### src/rtl/row_max_argmax_stream.sv
// Streaming row max/argmax: a registered comparator tree reduces each beat, and an
// accumulator folds the beats of a row into one {max, index} result behind a valid/ready port.
module row_max_argmax_stream #(
  parameter int BIT_WIDTH = 16,
  parameter int N         = 8,
  parameter int MAX_BEATS = 4,
  parameter int SIGNED    = 1,
  parameter int IDX_W     = $clog2(N * MAX_BEATS)
) (
  input  logic                   i_clk,
  input  logic                   i_rst,
  input  logic                   i_valid,
  output logic                   o_ready,
  input  logic [N*BIT_WIDTH-1:0] i_data,
  input  logic [N-1:0]           i_mask,
  input  logic                   i_last,
  output logic                   o_valid,
  input  logic                   i_ready,
  output logic [BIT_WIDTH-1:0]   o_max,
  output logic [IDX_W-1:0]       o_idx,
  output logic                   o_empty,
  output logic                   o_overflow
);

  localparam int LW  = $clog2(N);
  localparam int BCW = (MAX_BEATS > 1) ? $clog2(MAX_BEATS) : 1;
  localparam logic [BIT_WIDTH-1:0] EMPTY_MAX =
    (SIGNED != 0) ? {1'b1, {(BIT_WIDTH-1){1'b0}}} : '0;

  typedef struct packed {
    logic [BIT_WIDTH-1:0] val;
    logic [LW-1:0]        lane;
    logic                 any;
  } node_t;

  typedef struct packed {
    logic           vld;
    logic [BCW-1:0] beat;
    logic           first;
    logic           close;
    logic           ovf;
  } side_t;

  function automatic logic gt(input logic [BIT_WIDTH-1:0] a, input logic [BIT_WIDTH-1:0] b);
    if (SIGNED != 0) return $signed(a) > $signed(b);
    return a > b;
  endfunction

  // Lower-index child wins ties; a child with no valid lane never wins.
  function automatic node_t pick(input node_t lo, input node_t hi);
    node_t r;
    r     = (hi.any && (!lo.any || gt(hi.val, lo.val))) ? hi : lo;
    r.any = lo.any | hi.any;
    return r;
  endfunction

  logic           en;
  logic           accept;
  logic [BCW-1:0] beat_cnt;
  logic           at_cap;
  side_t          sd_in;

  assign en      = !o_valid || i_ready;
  assign o_ready = en;
  assign accept  = i_valid && en;
  assign at_cap  = (beat_cnt == BCW'(MAX_BEATS - 1));
  assign sd_in   = {accept, beat_cnt, beat_cnt == '0, i_last || at_cap, !i_last && at_cap};

  always_ff @(posedge i_clk or posedge i_rst) begin
    if (i_rst)       beat_cnt <= '0;
    else if (accept) beat_cnt <= (i_last || at_cap) ? '0 : beat_cnt + 1'b1;
  end

  // Level 0 is the raw beat; each further level is one registered halving of the tree.
  for (genvar l = 0; l <= LW; l++) begin : g_lvl
    localparam int W = N >> l;
    node_t nd [W];
    side_t sd;
    if (l == 0) begin : g_in
      for (genvar k = 0; k < N; k++) begin : g_lane
        assign nd[k] = {i_data[k*BIT_WIDTH +: BIT_WIDTH], LW'(k), i_mask[k]};
      end
      assign sd = sd_in;
    end else begin : g_cmp
      always_ff @(posedge i_clk or posedge i_rst) begin
        if (i_rst) begin
          sd <= '0;
          for (int k = 0; k < W; k++) nd[k] <= '0;
        end else if (en) begin
          sd <= g_lvl[l-1].sd;
          for (int k = 0; k < W; k++) nd[k] <= pick(g_lvl[l-1].nd[2*k], g_lvl[l-1].nd[2*k+1]);
        end
      end
    end
  end

  node_t                top;
  side_t                top_sd;
  logic [BIT_WIDTH-1:0] acc_val;
  logic [IDX_W-1:0]     acc_idx;
  logic                 acc_any;
  logic                 base_any;
  logic                 take;
  logic [BIT_WIDTH-1:0] new_val;
  logic [IDX_W-1:0]     new_idx;
  logic                 new_any;

  assign top    = g_lvl[LW].nd[0];
  assign top_sd = g_lvl[LW].sd;

  // Fold the reduced beat into the running row state; first beat of a row ignores old state.
  always_comb begin
    base_any = top_sd.first ? 1'b0 : acc_any;
    take     = top.any && (!base_any || gt(top.val, acc_val));
    new_val  = take ? top.val : acc_val;
    new_idx  = take ? IDX_W'({top_sd.beat, top.lane}) : acc_idx;
    new_any  = top.any || base_any;
  end

  // Accumulator and output register share this stage so a closing beat lands directly in the result.
  always_ff @(posedge i_clk or posedge i_rst) begin
    if (i_rst) begin
      acc_val    <= '0;
      acc_idx    <= '0;
      acc_any    <= 1'b0;
      o_valid    <= 1'b0;
      o_max      <= '0;
      o_idx      <= '0;
      o_empty    <= 1'b0;
      o_overflow <= 1'b0;
    end else if (en) begin
      o_valid <= 1'b0;
      if (top_sd.vld) begin
        if (top_sd.close) begin
          o_valid    <= 1'b1;
          o_max      <= new_any ? new_val : EMPTY_MAX;
          o_idx      <= new_any ? new_idx : '0;
          o_empty    <= !new_any;
          o_overflow <= top_sd.ovf;
          acc_val    <= '0;
          acc_idx    <= '0;
          acc_any    <= 1'b0;
        end else begin
          acc_val <= new_val;
          acc_idx <= new_idx;
          acc_any <= new_any;
        end
      end
    end
  end

endmodule

### config.mk
export PLATFORM = sky130hd
export DESIGN_NAME = row_max_argmax_stream
export DESIGN_NICKNAME = d
export VERILOG_FILES = /design/src/rtl/row_max_argmax_stream.sv
export SDC_FILE = /design/constraint.sdc
export NUM_CORES = 1
export LEC_CHECK = 0
export ABC_AREA = 1
export CAP_MARGIN = 0
export CORE_MARGIN = 2
export CORE_UTILIZATION = 60
export CTS_BUF_LIST = sky130_fd_sc_hd__clkbuf_8
export DETAILED_ROUTE_END_ITERATION = 10
export PLACE_DENSITY = 0.85
export SYNTH_ARGS = -nofsm -noshare
export SYNTH_HDL_FRONTEND = slang
export SYNTH_SLANG_ARGS = --single-unit
### constraint.sdc
create_clock -name i_clk -period 14.15 [get_ports i_clk]
set_input_delay 2.83 -clock i_clk [delete_from_list [all_inputs] [get_ports i_clk]]
set_output_delay 2.83 -clock i_clk [all_outputs]
set_load 0.02 [all_outputs]
==> flow_summary.toml <==
[run_status]
outcome = "complete, no violations"

[synth]
netlist_instances = 1873
synth_top_family_by_area = "simple AND/OR/NAND/NOR gates"
syn_nets = 2144
synthSimpleGateAreaFrac_pct = 32.5
synth-main-ff-cell = "dfrtp_1"
synth_fa_ha_area_share_pct = 12.3
syn_area_mm2 = 0.0132
yosys_warnings = 0
synth_area_per_cell_um2 = 7.06
synth_compound_area_share_pct = 5.15
muxShareOfSynthArea_pct = 0
synthArstFlopShare_pct = 100
synth-edff-count = 0
synth_cell_types = 30
synth_xor_area_share_pct = 0
ys_seq_area_share_pct = 37.4
postSynthRegisterBits = 198

[sta]
min_period_ps = 7940
worstMarginPinSlew_ps = 1040
relSlewSlack_pct = 30.6
slew_violations = 0
finalSetupViolCount = 0
fmax_ghz = 0.126
finalHoldViolations = 0
min_period_over_period_pct = 56.1
tns_ps = 0
fin_skew_ps = 14.8
rsz0062_at_grt = "false"

[job]
max_cap_violations = 0

[critical_path]
end_kind = "output port"
crit_required_ps = 11320
startpoint_type = "input pin"
arrival_ps = 5110
rrSetupSlack_ps = 11410
crit_fanout = 51
crit_type = "in2out"

[clock_network]
cts_hold_buf = 0
post_cts_buffers = 0
cts_buffers = 17
cts_resized = 0
cts_root_buffer = "clkbuf_8"
cts_max_path_buffers = 2
cts_tree = "built"
clk_pin_slew_ps = 100
cts.sink_count = 198
insertion_delay_ps = 470
htreeDepth = 4

[floorplanning]
start_util_pct = 60.8
fp.coreArea_mm2 = 0.0218
io_pins = 166
dieArea_mm2 = 0.0233
rows = 54
die_x_um = 153
fp.dieH_um = 153

[power_and_ir_drop]
powerDensity_mw_per_mm2 = 178
leakagePower_nw = 8.63
ir_worst_vdd_mv = 0.0764

[global_route]
grt-ovfl-total = 0
grt_pass1_wl_mm = 51.6
antenna_found_initial = 0
grtUsageTotal_pct = 26.0
grt_pass1_vias = 11600
grt_max_degree = 122

[routing]
drcViolationCount = 0
wirelength_mm = 29.8
dr.pass1.iters = 5
routedWlPerCell_um = 13.1
via_per_inst = 5.25
drtIter0Drc = 846
vias = 12000
ant_nets = 0

[layout]
fillerInstances = 1837
nets = 2258
drive_gt1_share_pct = 3.35
diodes = 0
area_growth_pct = 15.8
utilization_pct = 70.4

[place]
place_congestion = 0.899
io_buffers = 165
hpwl_mm = 22.5

[hold_path]
min_path_type = "reg2reg"
==> sequential cells by signal, summed over array words and instances (netlist names), 2 cells and up <==
| register | count |
|---|---|
| acc_idx | 5 |
| acc_val | 16 |
| beat_cnt | 2 |
| g_lvl.nd | 132 |
| g_lvl.sd | 18 |
| o_idx | 5 |
| o_max | 16 |
==> metrics by stage <==
| step | instances | hold WS, ps | instance area (µm²) | worst slack (ps) | power [mW] |
|---|---|---|---|---|---|
| 6_report | 2280 | 482 | 15300 | 6210 | 2.73 |
| 5_1_grt | 2280 | 510 | 15300 | 6040 | 2.99 |
| 4_1_cts | 2280 | 488 | 15300 | 6200 | 2.73 |
| 3_5_place_dp | 2248 | 464 | 14900 | 6190 | 2.36 |
| 3_3_place_gp | 2248 | 451 | 14900 | 6220 | 2.28 |
| 2_1_floorplan | 1873 | 440 | 13200 | 5920 | 1.98 |
==> synth_stat cells, types with 7 or more instances <==
| library cell | instances | area, µm² |
|---|---|---|
| nand2_1 | 568 | 2130 |
| inv_1 | 346 | 1300 |
| nand3_1 | 329 | 1650 |
| dfrtp_1 | 198 | 4950 |
| ha_1 | 130 | 1630 |
| nor2_1 | 63 | 236 |
| o21ai_0 | 58 | 290 |
| clkbuf_1 | 45 | 169 |
| a21oi_1 | 36 | 180 |
| o21bai_1 | 12 | 90.1 |
| buf_4 | 11 | 82.6 |
| nand2_2 | 10 | 62.6 |
| buf_2 | 9 | 45.0 |
| buf_1 | 7 | 26.3 |
| nand2_4 | 7 | 78.8 |
| nand4_1 | 7 | 43.8 |
==> power breakdown <==
group	switching, mW	total (mW)	internal, mW
sequential	0.171	0.965	0.795
clock	0.209	0.364	0.155
combinational	0.882	1.40	0.516
total	1.26	2.73	1.47
==> layout make-up <==
type                            instances  area [µm²]  share of cell area (%)
Clock buffer                           19         262                    1.71
Clock inverter                         13         136                   0.890
Inverter                              348        1310                    8.57
Sequential cell                       198        4950                    32.3
Tap cell                              280         350                    2.29
Multi-Input combinational cell       1251        6610                    43.1
Timing Repair Buffer                  171        1700                    11.1
==> cells by family (layout without fill, tap and decap cells) <==
group / after synthesis / in the layout
fa+ha+maj: 130 / 130
compound gates: 124 / 124
flops: 198 / 198
simple gates: 997 / 997
buf+inv: 424 / 551
==> routing by layer <==
layer	track usage [%]	wire length, µm
met1	35.0	13400
met2	44.8	14600
met3	3.13	1410
met4	7.14	460
met5	0	0
==> cells in the final DEF (no fill, tap or decap) <==
cell type        count
o22ai_1              3
nor2_1              62
nand3b_1             2
clkbuf_8            19
nand2_1            568
nor2_4               1
a32o_1               1
inv_8                3
buf_4                6
inv_2                2
nor3_2               4
or2_2                2
o21bai_1            12
dfrtp_1            198
bufinv_16            1
o21ai_1              5
a21oi_1             36
nor4_1               1
o21ai_0             58
clkinvlp_4           2
a31oi_1              1
nand2_2             10
ha_1               130
inv_1              344
a21oi_2              1
nand2_4              7
inv_6                4
nor3_1               4
a21o_1               2
o21a_1               5
clkdlybuf4s50_1    165
clkinv_4             3
inv_4                1
clkinv_2             1
nand4_1              7
nand3_1            329
==> worst max-delay path, cell delays in order <==
cell	delay, ps
clkdlybuf4s50_1	440
nor2_4	760
inv_4	420
clkdlybuf4s50_1	650
==> worst paths after layout <==
kind                                      start                     endpoint  cells after the start
setup / recovery                        i_ready                      o_ready                      4
hold / removal             o_idx[3]$_DFFE_PP0P_         o_idx[3]$_DFFE_PP0P_                      2
setup reg to reg            o_valid$_DFFE_PP0N_   g_lvl[1].nd[2]$_DFFE_PP0N_                      5
hold reg to reg            o_idx[3]$_DFFE_PP0P_         o_idx[3]$_DFFE_PP0P_                      2
max in group asynchronous                 i_rst  g_lvl[1].nd[78]$_DFFE_PP0N_                      3
min in group asynchronous                 i_rst        o_max[11]$_DFFE_PP0P_                      2
No activity file was read; power rests on OpenSTA's default activity.
